--- config.mk ---
export PLATFORM = sky130hd
export DESIGN_NAME = apb_to_ahbl
export DESIGN_NICKNAME = d
export VERILOG_FILES = /design/src/rtl/apb_to_ahbl_pkg.sv /design/src/rtl/apb_to_ahbl.sv
export SDC_FILE = /design/constraint.sdc
export NUM_CORES = 1
export LEC_CHECK = 0
export ABC_AREA = 1
export CORE_ASPECT_RATIO = 0.6
export CORE_MARGIN = 8
export CORE_UTILIZATION = 35
export CTS_CLUSTER_SIZE = 12
export DETAILED_ROUTE_END_ITERATION = 7
export GPL_TIMING_DRIVEN = 0
export PLACE_DENSITY = 0.77
export SLEW_MARGIN = 20
export SYNTH_ARGS = -nofsm -noshare
export SYNTH_HDL_FRONTEND = slang
export SYNTH_SLANG_ARGS = --single-unit
--- constraint.sdc ---
create_clock -name clk -period 1.6 [get_ports clk]
set_clock_uncertainty 0.2 [all_clocks]
set_input_delay 0.48 -clock clk [delete_from_list [all_inputs] [get_ports clk]]
set_output_delay 0.48 -clock clk [all_outputs]
set_load 0.01 [all_outputs]
--- src/rtl/apb_to_ahbl_pkg.sv ---
// rtl/apb_to_ahbl_pkg.sv - busfabric AHB-Lite encodings shared by the AHB blocks
package apb_to_ahbl_pkg;

    localparam logic [1:0] HTRANS_IDLE   = 2'b00;
    localparam logic [1:0] HTRANS_NONSEQ = 2'b10;
    localparam logic [2:0] HBURST_SINGLE = 3'b000;
    localparam logic       HRESP_OKAY    = 1'b0;
    localparam logic       HRESP_ERROR   = 1'b1;
    localparam logic [3:0] HPROT_DEFAULT = 4'b0011;

    // HSIZE encoding for a full-width beat of the given data bus width
    function automatic logic [2:0] hsize_for(input int w_data);
        return 3'($clog2(w_data / 8));
    endfunction

endpackage

--- src/rtl/apb_to_ahbl.sv ---
// rtl/apb_to_ahbl.sv - APB responder to AHB-Lite initiator bridge, one single beat per APB transfer
module apb_to_ahbl
    import apb_to_ahbl_pkg::*;
#(
    parameter int                 W_PADDR    = 16,
    parameter int                 W_HADDR    = 32,
    parameter int                 W_DATA     = 32,
    parameter logic [W_HADDR-1:0] HADDR_BASE = 32'h0000_0000
) (
    input  logic               clk,
    input  logic               rst_n,
    input  logic               apbs_psel,
    input  logic               apbs_penable,
    input  logic               apbs_pwrite,
    input  logic [W_PADDR-1:0] apbs_paddr,
    input  logic [W_DATA-1:0]  apbs_pwdata,
    output logic               apbs_pready,
    output logic [W_DATA-1:0]  apbs_prdata,
    output logic               apbs_pslverr,
    input  logic               ahblm_hready,
    input  logic               ahblm_hresp,
    output logic [W_HADDR-1:0] ahblm_haddr,
    output logic               ahblm_hwrite,
    output logic [1:0]         ahblm_htrans,
    output logic [2:0]         ahblm_hsize,
    output logic [2:0]         ahblm_hburst,
    output logic [3:0]         ahblm_hprot,
    output logic               ahblm_hmastlock,
    output logic [W_DATA-1:0]  ahblm_hwdata,
    input  logic [W_DATA-1:0]  ahblm_hrdata
);

    localparam int                 W_LSB    = $clog2(W_DATA / 8);
    localparam logic [W_HADDR-1:0] LSB_MASK = W_HADDR'((1 << W_LSB) - 1);

    typedef enum logic [1:0] {
        S_IDLE = 2'd0,
        S_ADDR = 2'd1,
        S_DATA = 2'd2,
        S_RESP = 2'd3
    } state_t;

    state_t              r_state;
    state_t              w_state_next;
    logic [W_HADDR-1:0]  r_haddr;
    logic                r_hwrite;
    logic [W_DATA-1:0]   r_hwdata;
    logic [W_DATA-1:0]   r_prdata;
    logic                r_pslverr;
    logic                w_setup;
    logic [W_HADDR-1:0]  w_haddr_setup;

    // Only a setup phase starts a transfer; an access phase alone is never treated as new work
    assign w_setup       = apbs_psel && !apbs_penable;
    // Upper address bits come from the fabric window, lower from APB, aligned to a full-width beat
    assign w_haddr_setup = {HADDR_BASE[W_HADDR-1:W_PADDR], apbs_paddr} & ~LSB_MASK;

    // State register
    always_ff @(posedge clk or negedge rst_n) begin
        if (!rst_n) begin
            r_state <= S_IDLE;
        end else begin
            r_state <= w_state_next;
        end
    end

    // Next-state: setup -> address phase -> data phase -> one-cycle APB completion
    always_comb begin
        w_state_next = r_state;
        case (r_state)
            S_IDLE:  if (w_setup)      w_state_next = S_ADDR;
            S_ADDR:  if (ahblm_hready) w_state_next = S_DATA;
            S_DATA:  if (ahblm_hready) w_state_next = S_RESP;
            S_RESP:                    w_state_next = S_IDLE;
            default:                   w_state_next = S_IDLE;
        endcase
    end

    // Capture the request at APB setup and the response at the end of the AHB data phase
    always_ff @(posedge clk or negedge rst_n) begin
        if (!rst_n) begin
            r_haddr   <= '0;
            r_hwrite  <= 1'b0;
            r_hwdata  <= '0;
            r_prdata  <= '0;
            r_pslverr <= 1'b0;
        end else begin
            if (r_state == S_IDLE && w_setup) begin
                r_haddr  <= w_haddr_setup;
                r_hwrite <= apbs_pwrite;
                if (apbs_pwrite) begin
                    r_hwdata <= apbs_pwdata;
                end
            end
            // The first ERROR cycle has hready low, so only the final cycle reaches here
            if (r_state == S_DATA && ahblm_hready) begin
                r_pslverr <= (ahblm_hresp != HRESP_OKAY);
                r_prdata  <= r_hwrite ? '0 : ahblm_hrdata;
            end
        end
    end

    assign apbs_pready     = (r_state == S_RESP);
    assign apbs_prdata     = r_prdata;
    assign apbs_pslverr    = r_pslverr;
    assign ahblm_haddr     = r_haddr;
    assign ahblm_hwrite    = r_hwrite;
    assign ahblm_hwdata    = r_hwdata;
    assign ahblm_htrans    = (r_state == S_ADDR) ? HTRANS_NONSEQ : HTRANS_IDLE;
    assign ahblm_hsize     = hsize_for(W_DATA);
    assign ahblm_hburst    = HBURST_SINGLE;
    assign ahblm_hprot     = HPROT_DEFAULT;
    assign ahblm_hmastlock = 1'b0;

endmodule

==> results of run 1 <==
worst max-delay path, stage by stage, from the launching register on:
cell	delay (ns)
dfrtp_2	0.44
inv_2	0.09
ha_4	0.14
buf_6	0.11
synthesized netlist by cell type, drive strengths merged:
library cell,count
nand2,169
dfrtp,82
buf,52
nand4,32
o21ai,32
nand3,18
clkbuf,6
inv,5
ha,4
conb,2
nor2,1
o21bai,1
or2,1
logic make-up (layout without fill, tap and decap cells):
| group | after synthesis | in the layout | synth area share (%) |
|---|---|---|---|
| DFF | 82 | 82 | 56.8 |
| adders and majority gates | 4 | 4 | 1.39 |
| AOI/OAI and AO/OA | 33 | 33 | 4.64 |
| and+or+nand+nor | 221 | 221 | 26.1 |
| buffers and inverters | 63 | 257 | 10.8 |
| other | 2 | 30 | 0.208 |
final cells by class:
| type | instances | area, sq um | area share, % |
|---|---|---|---|
| Sequential cell | 82 | 2050 | 35.0 |
| Timing Repair Buffer | 180 | 1450 | 24.6 |
| Multi-Input combinational cell | 288 | 1360 | 23.1 |
| Buffer | 57 | 487 | 8.28 |
| Clock buffer | 10 | 239 | 4.07 |
| Tap cell | 135 | 169 | 2.87 |
| Clock inverter | 5 | 103 | 1.75 |
| Inverter | 5 | 18.8 | 0.319 |
per-layer routing:
layer | global-route usage (%) | vias up | part of all wire (%)
met5 | 0 | - | 0
met4 | 3.71 | 0 | 0.39
met3 | 6.30 | 5 | 7.6
li1 | - | 1696 | -
met1 | 21.7 | 1602 | 45
met2 | 27.7 | 129 | 47
state kept, by name (all words and copies together) (netlist names):
register and count:
ahblm_haddr 14, apbs_prdata 32, apbs_pslverr 1, ahblm_hwdata 32, r_state 2, ahblm_hwrite 1
worst max path at each step:
stage / from / to / slack (ns) / depth (start not counted)
floorplan: r_state[0]$_DFFE_PN0P_ / apbs_prdata[10]$_DFFE_PN0P_ / 0.13 / 7
global placement: rst_n / apbs_prdata[21]$_DFFE_PN0P_ / -3.08 / 1
detailed placement: apbs_psel / ahblm_hwdata[10]$_DFFE_PN0P_ / -0.45 / 7
CTS: r_state[0]$_DFFE_PN0P_ / apbs_pready / -0.18 / 2
global route: r_state[1]$_DFFE_PN0P_ / ahblm_htrans[1] / -0.21 / 3
finish: r_state[1]$_DFFE_PN0P_ / ahblm_htrans[1] / -0.18 / 3
power by group:
part	switching (W)	internal (W)	leakage [nW]
sequential	0.000528	0.00301	1.03
combinational	0.00243	0.00208	1.92
clock	0.000801	0.00156	0.165
layout by cell type (no fill, tap or decap):
cell / instances
dlymetal6s2s_1: 2
o21ai_1: 3
clkbuf_16: 12
clkinvlp_4: 1
nand3_1: 17
clkinv_2: 1
buf_8: 5
o21ai_0: 29
inv_2: 3
or2_2: 1
buf_16: 1
buf_2: 85
clkbuf_1: 2
buf_4: 43
buf_6: 12
buf_12: 1
dfrtp_2: 2
nand4_1: 32
clkbuf_2: 2
nand2_1: 165
nand3_4: 1
clkdlybuf4s50_1: 80
conb_1: 30
nor2_4: 1
dlygate4sd3_1: 1
o21bai_1: 1
dfrtp_1: 80
nand2_8: 1
clkbuf_8: 1
bufinv_16: 3
ha_4: 4
inv_1: 2
nand2_2: 3
per-stage QoR:
step	total power, W	hold WS [ns]	utilization (%)	TNS [ns]
2_1_floorplan	0.00544	-0.0156	-	0
3_3_place_gp	0.00803	0.252	55.6	-278.89
3_5_place_dp	0.00817	0.232	55.9	-28.46
4_1_cts	0.00990	0.268	56.6	-3.71
5_1_grt	0.0111	0.292	59.1	-1.67
6_report	0.0104	0.265	59.1	-0.347
repair_timing:
item | 4_1_cts | 5_1_grt
pin swaps | 0 | 11
gates resized for setup | 353 | 54
hold buffers | 1 | 0
setup endpoints to repair | 161 | 80
hold endpoints to repair | 27 | 0
buffers inserted | 5 | 4
cloned | 0 | 4
==> results.py, run 1 <==
metrics = {
    "sta": {
        "hold_violations": 0,
        "fmax_mhz": 561,
        "setup_ws_ns": -0.184,
        "min_period_ns": 1.78,
        "min_period_over_period_pct": 111,
        "slew_violations": 0,
        "setup_violations": 2,
        "rsz0062_at_grt": "true",
    },
    "final_layout": {
        "syn_to_final_growth_pct": 62.8,
        "final_area_sq_mm": 0.00588,
        "fin_cells": 762,
        "num_antenna_cells": 0,
        "drive_above_1_share_pct": 29.2,
        "layout.nets": 714,
        "fillCellCount": 910,
    },
    "clock_network": {
        "cts_tree": "done",
        "clk_pin_slew_ns": 0.06,
        "cts_sinks": 82,
        "clk_latency_ns": 0.33,
        "clock_path_buffers": 2,
        "htreeDepth": 3,
        "clockRootBuffer": "clkbuf_16",
        "cts_inserted_buffers": 9,
    },
    "floorplan": {
        "rows": 28,
        "die_area_sq_mm": 0.0139,
        "core_sq_mm": 0.00995,
        "ios": 199,
        "start_util_pct": 36.3,
        "dieWidth_um": 147,
        "die_h_um": 94.7,
    },
    "routing": {
        "antenna_left": 0,
        "drtIter0Drc": 197,
        "totalWireLength_mm": 12.0,
        "drt_pre_antenna_iters": 4,
        "routed_via_density": 4.50,
        "num_vias": 3432,
        "drc_errors": 0,
        "wire_per_inst_um": 15.8,
    },
    "synth": {
        "netlist.area_leader.share_pct": 56.8,
        "yosysSeqAreaShare_pct": 56.8,
        "postSynthAreaPerCell_sq_um": 8.91,
        "yosysUniqueCellTypes": 16,
        "syn_inst": 405,
        "synth_area_sq_mm": 0.00361,
        "synth_top_cell_by_area": "dfrtp_1",
        "ys_ff_latch": 82,
        "synth_warnings": 0,
        "synthTopCellsByArea": "dfrtp_1 57%, nand2_1 18%, buf_4 7.3%",
    },
    "run": {
        "drv_cap": 0,
    },
    "global_routing": {
        "grt_overflow": 0,
        "grt_pass1_wl_mm": 19.1,
        "grt_pass1_vias": 3555,
        "gr-usage-all-layers_pct": 17.1,
        "antenna_found_initial": 0,
        "grt_max_degree": 56,
    },
    "setup_path": {
        "cp.arrival_ns": 1.10,
        "path_class": "reg -> out",
        "r2r_cells": 7,
        "r2r-start": "r_state[0]$_DFFE_PN0P_",
        "endpoint_kind": "output port",
        "regToRegEndpoint": "apbs_prdata[7]$_DFFE_PN0P_",
        "cp_max_fo": 3,
        "crit_required_ns": 0.92,
        "reg2reg_slack_ns": 0.01,
        "worstSetupStartpointType": "flip-flop",
    },
    "placement": {
        "portBuffers": 165,
        "placed_area_sq_mm": 0.00556,
        "dp_slack_ns": -0.451,
        "gp_routability_congestion": 0.795,
        "place_inst": 734,
        "hpwl_mm": 9.10,
    },
    "worst_hold_path": {
        "hold_end": "ahblm_hwdata[8]$_DFFE_PN0P_",
        "hp-start": "ahblm_hwdata[8]$_DFFE_PN0P_",
        "min_path_cells": 2,
        "hp-class": "reg -> reg",
    },
    "run_status": {
        "run_status": "finished with violations",
        "violations": "negative setup slack",
    },
    "pwr": {
        "peakVddDrop_mv": 0.763,
        "power_density_mw_per_mm2": 1770,
        "p_leak_nw": 3.12,
    },
}
No activity file was read; power rests on OpenSTA's default activity.
==> run 2, diff against run 1 <==
GPL_ROUTABILITY_DRIVEN = 0   (was default)
==> results of run 2 <==
Final layout, timing and power as in run 1 (identical DEF).
